$ cat src/rtl/ascii_stream_ctrl.sv
// Two-source ASCII arbiter for the 8x8 character buffer write port.
// Translates LF/TAB/BS into legal sequences and mirrors the cursor column.
module ascii_stream_ctrl #(
   parameter int p_num_cols  = 32,
   parameter int p_tab_width = 8
) (
   input  logic                          clk,
   input  logic                          rst,
   input  logic [7:0]                    src0_ascii,
   input  logic                          src0_val,
   output logic                          src0_rdy,
   input  logic [7:0]                    src1_ascii,
   input  logic                          src1_val,
   output logic                          src1_rdy,
   output logic [7:0]                    ascii,
   output logic                          ascii_val,
   output logic [$clog2(p_num_cols)-1:0] col,
   output logic                          busy
);

   localparam int CW = $clog2(p_num_cols);
   localparam logic [CW:0]   COLS_W   = (CW+1)'(p_num_cols);
   localparam logic [CW:0]   TAB_W    = (CW+1)'(p_tab_width);
   localparam logic [CW-1:0] TAB_MASK = CW'(p_tab_width - 1);
   localparam logic [CW-1:0] ONE_C    = CW'(1);
   localparam logic [CW:0]   ONE_P    = (CW+1)'(1);

   typedef enum logic {S_IDLE, S_PAD} state_t;

   state_t        state_q, state_d;
   logic [CW:0]   pad_cnt_q, pad_cnt_d;
   logic [CW-1:0] col_d;
   logic [7:0]    ascii_d;
   logic          ascii_val_d;
   logic          rr_last_q, rr_last_d;

   logic          grant0, grant1, accept;
   logic [7:0]    acc_byte;
   logic [CW:0]   lf_len, tab_len, pad_len;
   logic          start_pad;

   // rr_last=1 means source 1 was served last, so source 0 wins a tie
   always_comb begin
      grant0   = src0_val & (~src1_val | rr_last_q);
      grant1   = src1_val & (~src0_val | ~rr_last_q);
      src0_rdy = grant0 & (state_q == S_IDLE) & ~rst;
      src1_rdy = grant1 & (state_q == S_IDLE) & ~rst;
      accept   = src0_rdy | src1_rdy;
      acc_byte = src1_rdy ? src1_ascii : src0_ascii;
      busy     = (state_q == S_PAD);
      lf_len   = COLS_W - {1'b0, col};
      tab_len  = TAB_W - {1'b0, (col & TAB_MASK)};
   end

   always_comb begin
      state_d     = state_q;
      pad_cnt_d   = pad_cnt_q;
      col_d       = col;
      ascii_d     = ascii;
      ascii_val_d = 1'b0;
      rr_last_d   = rr_last_q;
      pad_len     = '0;
      start_pad   = 1'b0;

      case (state_q)
         S_IDLE: begin
            if (accept) begin
               rr_last_d = src1_rdy;
               if (acc_byte >= 8'h20 && acc_byte <= 8'h7E) begin
                  ascii_d     = acc_byte;
                  ascii_val_d = 1'b1;
                  col_d       = col + ONE_C;
               end else if (acc_byte == 8'h1B) begin
                  ascii_d     = 8'h1B;
                  ascii_val_d = 1'b1;
                  col_d       = '0;
               end else if (acc_byte == 8'h08 || acc_byte == 8'h7F || acc_byte == 8'hFF) begin
                  // The buffer cannot back up across a row, so BS at column 0 is dropped
                  if (col != '0) begin
                     ascii_d     = 8'hFF;
                     ascii_val_d = 1'b1;
                     col_d       = col - ONE_C;
                  end
               end else if (acc_byte == 8'h0A) begin
                  pad_len   = lf_len;
                  start_pad = 1'b1;
               end else if (acc_byte == 8'h09) begin
                  pad_len   = tab_len;
                  start_pad = 1'b1;
               end
            end
            // First pad space goes out right away; the rest come from PAD
            if (start_pad) begin
               ascii_d     = 8'h20;
               ascii_val_d = 1'b1;
               col_d       = col + ONE_C;
               pad_cnt_d   = pad_len - ONE_P;
               if (pad_len != ONE_P) begin
                  state_d = S_PAD;
               end
            end
         end
         S_PAD: begin
            ascii_d     = 8'h20;
            ascii_val_d = 1'b1;
            col_d       = col + ONE_C;
            pad_cnt_d   = pad_cnt_q - ONE_P;
            if (pad_cnt_q == ONE_P) begin
               state_d = S_IDLE;
            end
         end
         default: state_d = S_IDLE;
      endcase
   end

   always_ff @(posedge clk) begin
      if (rst) begin
         state_q   <= S_IDLE;
         pad_cnt_q <= '0;
         col       <= '0;
         ascii     <= 8'h00;
         ascii_val <= 1'b0;
         rr_last_q <= 1'b1;
      end else begin
         state_q   <= state_d;
         pad_cnt_q <= pad_cnt_d;
         col       <= col_d;
         ascii     <= ascii_d;
         ascii_val <= ascii_val_d;
         rr_last_q <= rr_last_d;
      end
   end

endmodule
$ cat config.mk
export PLATFORM = sky130hd
export DESIGN_NAME = ascii_stream_ctrl
export DESIGN_NICKNAME = d
export VERILOG_FILES = /design/src/rtl/ascii_stream_ctrl.sv
export SDC_FILE = /design/constraint.sdc
export NUM_CORES = 1
export LEC_CHECK = 0
export ABC_AREA = 1
export CORE_MARGIN = 3
export CORE_UTILIZATION = 50
export CTS_CLUSTER_SIZE = 12
export DETAILED_ROUTE_END_ITERATION = 10
export GPL_TIMING_DRIVEN = 1
export PLACE_DENSITY = 0.78
export SYNTH_ARGS = -nofsm -noshare
export SYNTH_HDL_FRONTEND = slang
export SYNTH_SLANG_ARGS = --single-unit
$ cat constraint.sdc
create_clock -name clk -period 3.15 [get_ports clk]
set_clock_uncertainty 0.1 [all_clocks]
set_input_delay 0.63 -clock clk [delete_from_list [all_inputs] [get_ports clk]]
set_output_delay 0.63 -clock clk [all_outputs]
set_load 0.02 [all_outputs]
; Yosys cells after proc, flatten, opt, wreduce, memory -nomap -nowiden
; Index checks and enable logic that the tools add are counted.
[totals]
out_inout_bits = 17
wordCells = 88
input_bits = 20
ff_bits = 22
[classes]
addsub = 6
reduce_logical = 6
magnitude_cmp = 2
n_mux = 42
n_bitwise = 14
eq_ne = 12
[ops]
columns = op, n
row1 = two-way mux 8 bit, 7
row2 = two-way mux 6 bit, 8
row3 = two-way mux 5 bit, 6
row4 = "equality test 8 x 4 -> 1 bit, second input constant", 3
row5 = two-way mux 1 bit, 16
row6 = case mux 8 bit (2 select lines), 1
row7 = case mux 6 bit (2 select lines), 1
row8 = "subtractor 6 x 1 -> 6 bit, second input constant", 2
row9 = "inequality test 5 x 1 -> 1 bit, second input constant", 2
row10 = case mux 5 bit (2 select lines), 1
row11 = "equality test 8 x 5 -> 1 bit, second input constant", 1
row12 = "equality test 8 x 7 -> 1 bit, second input constant", 1
row13 = "equality test 8 bit, second input constant", 1
row14 = "greater-or-equal comparator 8 x 6 -> 1 bit, second input constant", 1
row15 = "<= comparator 8 x 7 -> 1 bit, second input constant", 1
row16 = bitwise AND 1 bit, 6
row17 = "equality test 6 x 1 -> 1 bit, second input constant", 1
row18 = "inequality test 6 x 1 -> 1 bit, second input constant", 1
row19 = "subtractor 6 x 5 -> 6 bit, first input constant", 1
row20 = "adder 5 x 1 -> 5 bit, second input constant", 1
row21 = inverter 1 bit, 5
row22 = nonzero test 5 bit, 1
row23 = "subtractor 4 x 3 -> 5 bit, first input constant", 1
row24 = "subtractor 5 x 1 -> 5 bit, second input constant", 1
row25 = other kinds (8), 12

; Longest topological paths before layout
; Gate-level depths: netlist of run 1.
[logic_depth]
depth_word = 18
ltp_mapped = 19

; Least setup slack after synthesis of run 1
; OpenSTA, ideal clock, no wires.
[synth_timing]
path_kind = input -> register
from = in src1_val
to = reg pad_cnt_q[4]
arrival_time_ns = 2.256
path_stages = 16
t_required_ns = 2.941
setup_slack_ns = 0.686
n_path_buf = 1
setup_ns = 0.109
cell_sequence = buf_2 -> nand3_4 -> inv_1 -> or2_4 -> nand3_4 -> inv_2 -> nand2_1 -> nor2_1 -> inv_1 -> ha_1 -> nand3_1 -> nand2_1 -> nand3_1 -> nand3_1 -> nand2_1 -> inv_1
[synth_via]
elab_chain_cells = 15
word_cells_on_any_way = 39
[synth_rtl]
columns = element, line
row1 = from (decl), 13  ; input logic src1_val,
row2 = bitwise AND 1 bit *, 45  ; grant1 = src1_val & (~src0_val | ~rr_last_q);
row3 = bitwise AND 1 bit * (2 in a row), 47  ; src1_rdy = grant1 & (state_q == S_IDLE) & ~rst;
row4 = named net src1_rdy, 14  ; output logic src1_rdy,
row5 = two-way mux 8 bit, 49  ; acc_byte = src1_rdy ? src1_ascii : src0_ascii;
row6 = equality test 8 x 4 -> 1 bit (tied with other cells), 87  ; end else if (acc_byte == 8'h09) begin
row7 = two-way mux 6 bit / logical OR 1 bit (equally long branches), "87, 77"
row8 = two-way mux 6 bit / logical OR 1 bit (equally long branches), "84, 77"
row9 = two-way mux 6 bit, 77  ; end else if (acc_byte == 8'h08 || acc_byte == 8'h7F || acc_byte == 8'hFF) begin
row10 = two-way mux 6 bit, 73  ; end else if (acc_byte == 8'h1B) begin
row11 = two-way mux 6 bit, 69  ; if (acc_byte >= 8'h20 && acc_byte <= 8'h7E) begin
row12 = two-way mux 6 bit, 67  ; if (accept) begin
row13 = two-way mux 6 bit, 65  ; case (state_q)
row14 = subtractor 6 x 1 -> 6 bit, 97  ; pad_cnt_d = pad_len - ONE_P;
row15 = two-way mux 6 bit, 93  ; if (start_pad) begin
row16 = case mux 6 bit (2 select lines), 65
row17 = to (signal assigned), 126  ; pad_cnt_q <= pad_cnt_d;
row18 = to (decl), 31  ; logic [CW:0] pad_cnt_q, pad_cnt_d;
; The timed path passes the listed nets; every way through them passes the cells marked *. The select of a mux whose other input is x is not followed.
; A chain may end at the register's enable or synchronous reset.

; Final worst setup path of run 1
[layout_timing]
from = in rst
to = out src1_rdy
[layout_via]
elab_chain_cells = 2
[layout_rtl]
columns = element, line
row1 = from (decl), 8  ; input logic rst,
row2 = inverter 1 bit, 47
row3 = bitwise AND 1 bit, 47
row4 = to (decl), 14
; No other way between the ends.

==> reports/results.tsv, run 1 <==
stage	metric	value	unit
clock_tree	clk_transition_reported_paths	90	ps
setup_path	worst_path_max_delay_cell	sky130_fd_sc_hd__clkdlybuf4s50_1	
global_route	global_route_wire_length_before_repair	8.33	mm
detailed_routing	detail_route.iter0.violations	128	
finish	final_net_count	356	
global_route	grt_pass1_vias	1826	
clock_tree	htreeDepth	1	
setup_path	rr_endpoint	pad_cnt_q[2]$_SDFFE_PP0P_	
clock_tree	max-clock-path-buffers	2	
sta	worst-slew-pin-transition	431	ps
placed_design	globalplace.congestion	0.902	
min_path	whs_endpoint	ascii[7]$_SDFFE_PP0P_	
setup_path	worstSetupStartpointType	input port	
setup_path	rr_worst_depth	13	
placed_design	place.port_buffers	36	
setup_path	delay_of_the_slowest_cell_on_the_worst_path	610	ps
global_route	use_met2	0.389	
setup_path	crit_path_max_fanout	10	
detailed_routing	drt_wl_total	4.81	mm
sta	setup-tns-final	0	ps
sta	achievable-frequency	0.336	GHz
sta	timing.slew.headroom	0.711	
clock_tree	tritoncts	done	
min_path	hp-start	ascii[7]$_SDFFE_PP0P_	
synth	syn-num-nets	314	
sta	post-route-period-util	0.944	
setup_path	crit_top_cell	sky130_fd_sc_hd__clkdlybuf4s50_1	
power_and_ir_drop	power-per-cell-area	359	nW/um^2
finish	layout.cells.most_common_list	sky130_fd_sc_hd__nand2_1 (55), sky130_fd_sc_hd__inv_1 (43), sky130_fd_sc_hd__clkdlybuf4s50_1 (35)	
synth	syn_area_per_cell	6.44	um^2
sta	rsz0062_at_grt	false	
setup_path	timing.rr.start	busy$_SDFF_PP0_	
floorplan	die_h	66.8	um
sta	slew_viols_final	0	
floorplan	core_area	3440	um^2
global_route	grt_util_all_layers	0.241	
clock_tree	clkLatencyLatePin	280	ps
synth	seq_area_frac_synth	0.238	
global_route	grt.overflow.total	0	
synth	synthDistinctLibCells	33	
synth	ys_seq_elements	22	
status	run_status	complete, no violations	
floorplan	die_w	66.8	um
clock_tree	clockRootBuffer	sky130_fd_sc_hd__clkbuf_8	
global_route	met1_usage	0.326	
synth	mappedNetlistArea	1850	um^2
finish	most_frequent_standard_cell_in_the_layout_excluding_fill_and_tap_cells	sky130_fd_sc_hd__nand2_1	
floorplan	placementRows	21	
global_route	met3_usage	0.0253	
detailed_routing	drc_errors	0	
clock_tree	clk_sinks	22	
detailed_routing	vias_per_cell	5.26	
sta	hold-worst-slack	373	ps
detailed_routing	route.vias.total	1968	
global_route	antenna_found_initial	0	
power_and_ir_drop	ir_drop	0.276	mV
detailed_routing	route.antenna.remaining_nets	0	
setup_path	cp.required	2420	ps
floorplan	design.die.area	4460	um^2
synth	synthesis.instances	287	
setup_path	critical_path_class	in2out	
power_and_ir_drop	static-leakage-power	1.13	nW
clock_tree	cts_buffers	3	
finish	flow.area_growth_from_synthesis	27.1	%
global_route	largest_net_degree_at_the_start_of_global_routing	14	
min_path	timing.hold.worst_path_depth	2	
sta	final_hold_viol_count	0	
finish	antenna_cells	0	
finish	layout.cell_area.non_filler	2350	um^2
synth	synth_warn	0	
floorplan	boundaryPins	37	
finish	multi_input_comb_area	1180	um^2
global_route	globalRoute.busiestLayer	met2	
sta	setup-violations-final	0	
setup_path	worst_setup_path_end_kind	output port	
sta	timing.final.crit_period	2970	ps
setup_path	arrival	2240	ps
min_path	min_path_type	reg2reg	
detailed_routing	wl_per_cell	12.9	um
setup_path	cp_cell_sequence	clkdlybuf4s50_1 > nor2_8 > nand3_4 > inv_1 > clkdlybuf4s50_1	
placed_design	place_hpwl	3.65	mm
finish	layout.filler_cells	329	
placed_design	placement.cell_area	2280	um^2
detailed_routing	detailedRoute.firstPassIterationCount	5	
finish	layout-drive-gt1-share	0.143	
finish	stdcell_count	374	
job	cap_violations	0	
finish	layout.area.seq	440	um^2
setup_path	r2r_slack	750	ps
placed_design	dp_cells	370	
floorplan	initial_core_util	0.537	
==> report_power, final <==
| part | internal [mW] | switching [mW] | total [mW] |
|---|---|---|---|
| clock network | 0.170 | 0.110 | 0.280 |
| logic | 0.107 | 0.147 | 0.254 |
| registers | 0.294 | 0.0157 | 0.309 |
| total | 0.571 | 0.272 | 0.843 |
==> synthesized netlist by cell type <==
cell type,number,area share
sky130_fd_sc_hd__a211oi_1,2,0.0081
sky130_fd_sc_hd__a21oi_1,17,0.046
sky130_fd_sc_hd__a21oi_2,1,0.0047
sky130_fd_sc_hd__a31oi_1,1,0.0034
sky130_fd_sc_hd__buf_2,1,0.0027
sky130_fd_sc_hd__buf_6,3,0.018
sky130_fd_sc_hd__clkbuf_1,3,0.0061
sky130_fd_sc_hd__clkinv_1,1,0.0020
sky130_fd_sc_hd__dfxtp_1,22,0.24
sky130_fd_sc_hd__ha_1,7,0.047
sky130_fd_sc_hd__inv_1,43,0.087
sky130_fd_sc_hd__inv_2,4,0.0081
sky130_fd_sc_hd__nand2_1,55,0.11
sky130_fd_sc_hd__nand2_2,13,0.044
sky130_fd_sc_hd__nand2_4,2,0.012
sky130_fd_sc_hd__nand3_1,17,0.046
sky130_fd_sc_hd__nand3_2,2,0.011
sky130_fd_sc_hd__nand3_4,2,0.019
sky130_fd_sc_hd__nand4_1,11,0.037
sky130_fd_sc_hd__nor2_1,28,0.057
sky130_fd_sc_hd__nor2_2,5,0.017
sky130_fd_sc_hd__nor2_8,3,0.032
sky130_fd_sc_hd__nor3_1,4,0.011
sky130_fd_sc_hd__nor3_2,1,0.0054
sky130_fd_sc_hd__o211ai_1,1,0.0041
sky130_fd_sc_hd__o21ai_0,16,0.043
sky130_fd_sc_hd__o21ai_1,12,0.032
sky130_fd_sc_hd__o31ai_1,1,0.0041
sky130_fd_sc_hd__or2_0,1,0.0034
sky130_fd_sc_hd__or2_2,1,0.0034
sky130_fd_sc_hd__or2_4,1,0.0047
sky130_fd_sc_hd__xnor2_1,2,0.0095
sky130_fd_sc_hd__xor2_1,4,0.019
==> critical path: cells and delay by family <==
kind                   cells  cell delay [ps]
buffers and inverters      3             1230
AND/OR/NAND/NOR            2              360
==> worst max path at each step <==
stage,start,end,slack (ps),cells past startpoint
finish,rst,src1_rdy,180,5
detailed placement,src1_val,pad_cnt_q[4]$_SDFFE_PP0P_,-20,15
global placement,src1_val,pad_cnt_q[4]$_SDFFE_PP0P_,40,16
CTS,src1_val,src1_rdy,150,4
floorplan,src1_val,pad_cnt_q[4]$_SDFFE_PP0P_,690,16
global route,src0_val,pad_cnt_q[4]$_SDFFE_PP0P_,40,17
==> through the flow <==
step,power (mW),setup slack [ps],utilization
3_3_place_gp,0.565,43.4,0.661
5_1_grt,0.883,43.7,0.683
3_5_place_dp,0.565,-15.5,0.661
6_report,0.843,178,0.683
2_1_floorplan,0.478,686,-
4_1_cts,0.844,150,0.682
==> sequential cells by signal, indices dropped and copies added (netlist names) <==
name,flops
ascii_val,1
pad_cnt_q,6
busy,1
col,5
rr_last_q,1
ascii,8
==> layer usage <==
layer / vias to the layer above / part of all wire
li1: 1004 / -
met1: 901 / 0.46
met2: 58 / 0.47
met3: 5 / 0.057
met4: 0 / 0.013
met5: - / 0
==> timing repair <==
action,CTS,global route
hold buffers,0,0
buffers inserted,0,0
setup endpoints to repair,0,1
resized for setup,0,1
==> cells by family (layout without fill, tap and decap cells) <==
group | Yosys count | after routing | synth area share
AO/OA/AOI/OAI | 51 | 51 | 0.146
flip-flops | 22 | 22 | 0.238
adder cells (fa/ha/maj) | 7 | 7 | 0.0474
XOR/XNOR | 6 | 6 | 0.0284
buffers and inverters | 55 | 96 | 0.125
AND/OR/NAND/NOR | 146 | 146 | 0.415
==> layout make-up <==
type                       count  share of cell area
tap                           46              0.0245
sequential                    22               0.187
inverter                      48              0.0767
clock buffer                   3              0.0176
multi-input combinational    210               0.501
timing repair buffer          44               0.180
clock inverter                 1              0.0128
Power figures use the tool's default switching activity.
==> inputs of run 2 (changes only) <==
- CELL_PAD_IN_SITES_DETAIL_PLACEMENT: not set -> 0
- CELL_PAD_IN_SITES_GLOBAL_PLACEMENT: not set -> 1
- CORE_UTILIZATION: 50 -> 36
- PLACE_DENSITY: 0.78 -> not set
- PLACE_DENSITY_LB_ADDON: not set -> 0.1
- SLEW_MARGIN: not set -> 20
- clock period: 3.15 -> 3.3 ns (I/O delays scaled with it)
==> reports/results.tsv, run 2 (synthesis results as in run 1) <==
stage	metric	value	unit	change
clock_tree	post-cts-setup-buffers	0		unchanged
setup_path	timing.rr.start	busy$_SDFF_PP0_		unchanged
detailed_routing	vias_per_cell	4.75		was 5.26
floorplan	placementRows	25		was 21
setup_path	cp.required	2540	ps	was 2420 ps
placed_design	place_hpwl	3.91	mm	was 3.65 mm
finish	final_net_count	354		was 356
finish	most_frequent_standard_cell_in_the_layout_excluding_fill_and_tap_cells	sky130_fd_sc_hd__nand2_1		unchanged
floorplan	core_area	4850	um^2	was 3440 um^2
finish	layout-drive-gt1-share	0.138		was 0.143
detailed_routing	detail_route.iter0.violations	108		was 128
finish	multi_input_comb_area	1180	um^2	unchanged
floorplan	initial_core_util	0.381		was 0.537
floorplan	boundaryPins	37		unchanged
global_route	largest_net_degree_at_the_start_of_global_routing	14		unchanged
detailed_routing	detailedRoute.firstPassIterationCount	4		was 5
clock_tree	max-clock-path-buffers	2		unchanged
sta	rsz0062_at_grt	false		unchanged
global_route	antenna_found_initial	0		unchanged
setup_path	worst_setup_path_end_kind	output port		unchanged
clock_tree	clkLatencyLatePin	270	ps	was 280 ps
clock_tree	postCtsHoldBufs	0		unchanged
setup_path	arrival	2320	ps	was 2240 ps
power_and_ir_drop	report.power.total	0.794	mW	was 0.843 mW
sta	final_hold_viol_count	0		unchanged
global_route	grt_util_all_layers	0.176		was 0.241
global_route	grt.overflow.total	0		unchanged
detailed_routing	drc_errors	0		unchanged
clock_tree	clk_sinks	22		unchanged
clock_tree	htreeDepth	1		unchanged
sta	setup-tns-final	0	ps	unchanged
sta	post-route-period-util	0.934		
power_and_ir_drop	combinationalPowerShare	0.303		was 0.301
floorplan	design.die.area	6030	um^2	was 4460 um^2
finish	layout.area.seq	440	um^2	unchanged
placed_design	globalplace.congestion	0.853		was 0.902
power_and_ir_drop	power-per-cell-area	337	nW/um^2	was 359 nW/um^2
min_path	hp-start	ascii[7]$_SDFFE_PP0P_		unchanged
clock_tree	clk_transition_reported_paths	90	ps	about the same
floorplan	die_w	77.6	um	was 66.8 um
sta	timing.slew.headroom	0.705		was 0.711
power_and_ir_drop	seq_power_share	0.370		was 0.367
clock_tree	clockRootBuffer	sky130_fd_sc_hd__clkbuf_8		unchanged
setup_path	critical_path_class	in2out		unchanged
sta	achievable-frequency	0.325	GHz	
clock_tree	postcts_resize_cnt	0		unchanged
power_and_ir_drop	power.switching_fraction	0.316		was 0.323
finish	reg.largest.list	ascii (8), pad_cnt_q (6), col (5)		unchanged
finish	flow.area_growth_from_synthesis	27.6	%	was 27.1%
power_and_ir_drop	static-leakage-power	1.11	nW	was 1.13 nW
min_path	whs_endpoint	ascii[7]$_SDFFE_PP0P_		unchanged
sta	setup-violations-final	0		unchanged
power_and_ir_drop	pwr-share-clk	0.327		was 0.332
floorplan	die_h	77.6	um	was 66.8 um
placed_design	place.port_buffers	36		unchanged
setup_path	rr_endpoint	pad_cnt_q[4]$_SDFFE_PP0P_		was pad_cnt_q[2]$_SDFFE_PP0P_
clock_tree	cts_buffers	3		unchanged
detailed_routing	drt_wl_total	4.89	mm	was 4.81 mm
finish	max_flop_register	ascii		unchanged
power_and_ir_drop	p_int	0.544	mW	was 0.571 mW
setup_path	r2r_slack	930	ps	was 750 ps
min_path	min_path_type	reg2reg		unchanged
sta	timing.final.crit_period	3080	ps	
finish	layout.cells.most_common_list	sky130_fd_sc_hd__nand2_1 (55), sky130_fd_sc_hd__inv_1 (43), sky130_fd_sc_hd__clkdlybuf4s50_1 (36)		was sky130_fd_sc_hd__nand2_1 (55), sky130_fd_sc_hd__inv_1 (43), sky130_fd_sc_hd__clkdlybuf4s50_1 (35)
min_path	timing.hold.worst_path_depth	2		unchanged
sta	worst-slew-pin-transition	439	ps	was 431 ps
detailed_routing	route.antenna.remaining_nets	0		unchanged
job	cap_violations	0		unchanged
global_route	global_route_wire_length_before_repair	8.54	mm	was 8.33 mm
global_route	grt_pass1_vias	1863		was 1826
detailed_routing	route.vias.total	1867		was 1968
finish	antenna_cells	0		unchanged
setup_path	crit_path_max_fanout	10		unchanged
setup_path	worstSetupStartpointType	input port		unchanged
finish	layout.filler_cells	517		was 329
sta	slew_viols_final	0		unchanged
setup_path	rr_worst_depth	16		was 13
detailed_routing	wl_per_cell	12.4	um	was 12.9 um
clock_tree	tritoncts	done		unchanged
status	run_status	complete, no violations		unchanged
power_and_ir_drop	ir_drop	0.186	mV	was 0.276 mV
power_and_ir_drop	power.switching	0.251	mW	was 0.272 mW
finish	largest_reg_flops	8		unchanged
==> run 2: changes by cell type in the layout (fill, tap and decap cells not counted) <==
cell	change
sky130_fd_sc_hd__dlymetal6s2s_1	-1
sky130_fd_sc_hd__buf_4	-2
sky130_fd_sc_hd__clkdlybuf4s50_1	+1
==> run 2: final cells by class <==
cell class,instances,area share
Clock buffer,3,0.0175
Tap cell,67,0.0355
Sequential cell,22,0.187
Timing Repair Buffer,42,0.172
Multi-Input combinational cell,210,0.499
Clock inverter,1,0.0127
Inverter,48,0.0764
==> run 2: stage by stage <==
step,instances,setup slack (ps),hold WS [ps],area (um^2),utilization
global placement,389,110,374,2290,0.472
floorplan,287,806,382,1850,-
global route,393,33.8,402,2360,0.486
finish,393,219,391,2360,0.486
CTS,393,222,390,2360,0.486
detailed placement,389,108,369,2290,0.472
==> run 2: worst max path at each step <==
stage                  start                         to  slack, ps  cells after the start
finish              src1_val                   src1_rdy        220                      4
global route        src1_val  pad_cnt_q[4]$_SDFFE_PP0P_         30                     16
CTS                 src1_val                   src1_rdy        220                      4
detailed placement  src1_val  pad_cnt_q[4]$_SDFFE_PP0P_        110                     16
global placement    src1_val        col[4]$_SDFFE_PP0P_        110                     15
floorplan           src1_val  pad_cnt_q[4]$_SDFFE_PP0P_        810                     16
==> run 2: worst max-delay path, cell delays in order <==
cell and delay [ps]:
sky130_fd_sc_hd__clkdlybuf4s50_1 720, sky130_fd_sc_hd__nand3_4 210, sky130_fd_sc_hd__inv_1 120, sky130_fd_sc_hd__clkdlybuf4s50_1 610
==> run 2: power by group through the flow <==
stage                     Sequential [mW]  Clock (mW)  Combinational [mW]
after floorplan                     0.313           0               0.143
after global placement              0.301           0               0.242
after detailed placement            0.300           0               0.241
after CTS                           0.295       0.265               0.242
after global routing                0.297       0.279               0.270
final                               0.294       0.260               0.241
==> run 2: routing by layer <==
layer,share of wire,vias to the layer above,global-route usage,wire length (um)
met4,0.015,0,0.0463,72
li1,-,1002,-,-
met2,0.45,45,0.300,2210
met5,0,-,0,0
met1,0.49,814,0.227,2380
met3,0.048,6,0.0302,233
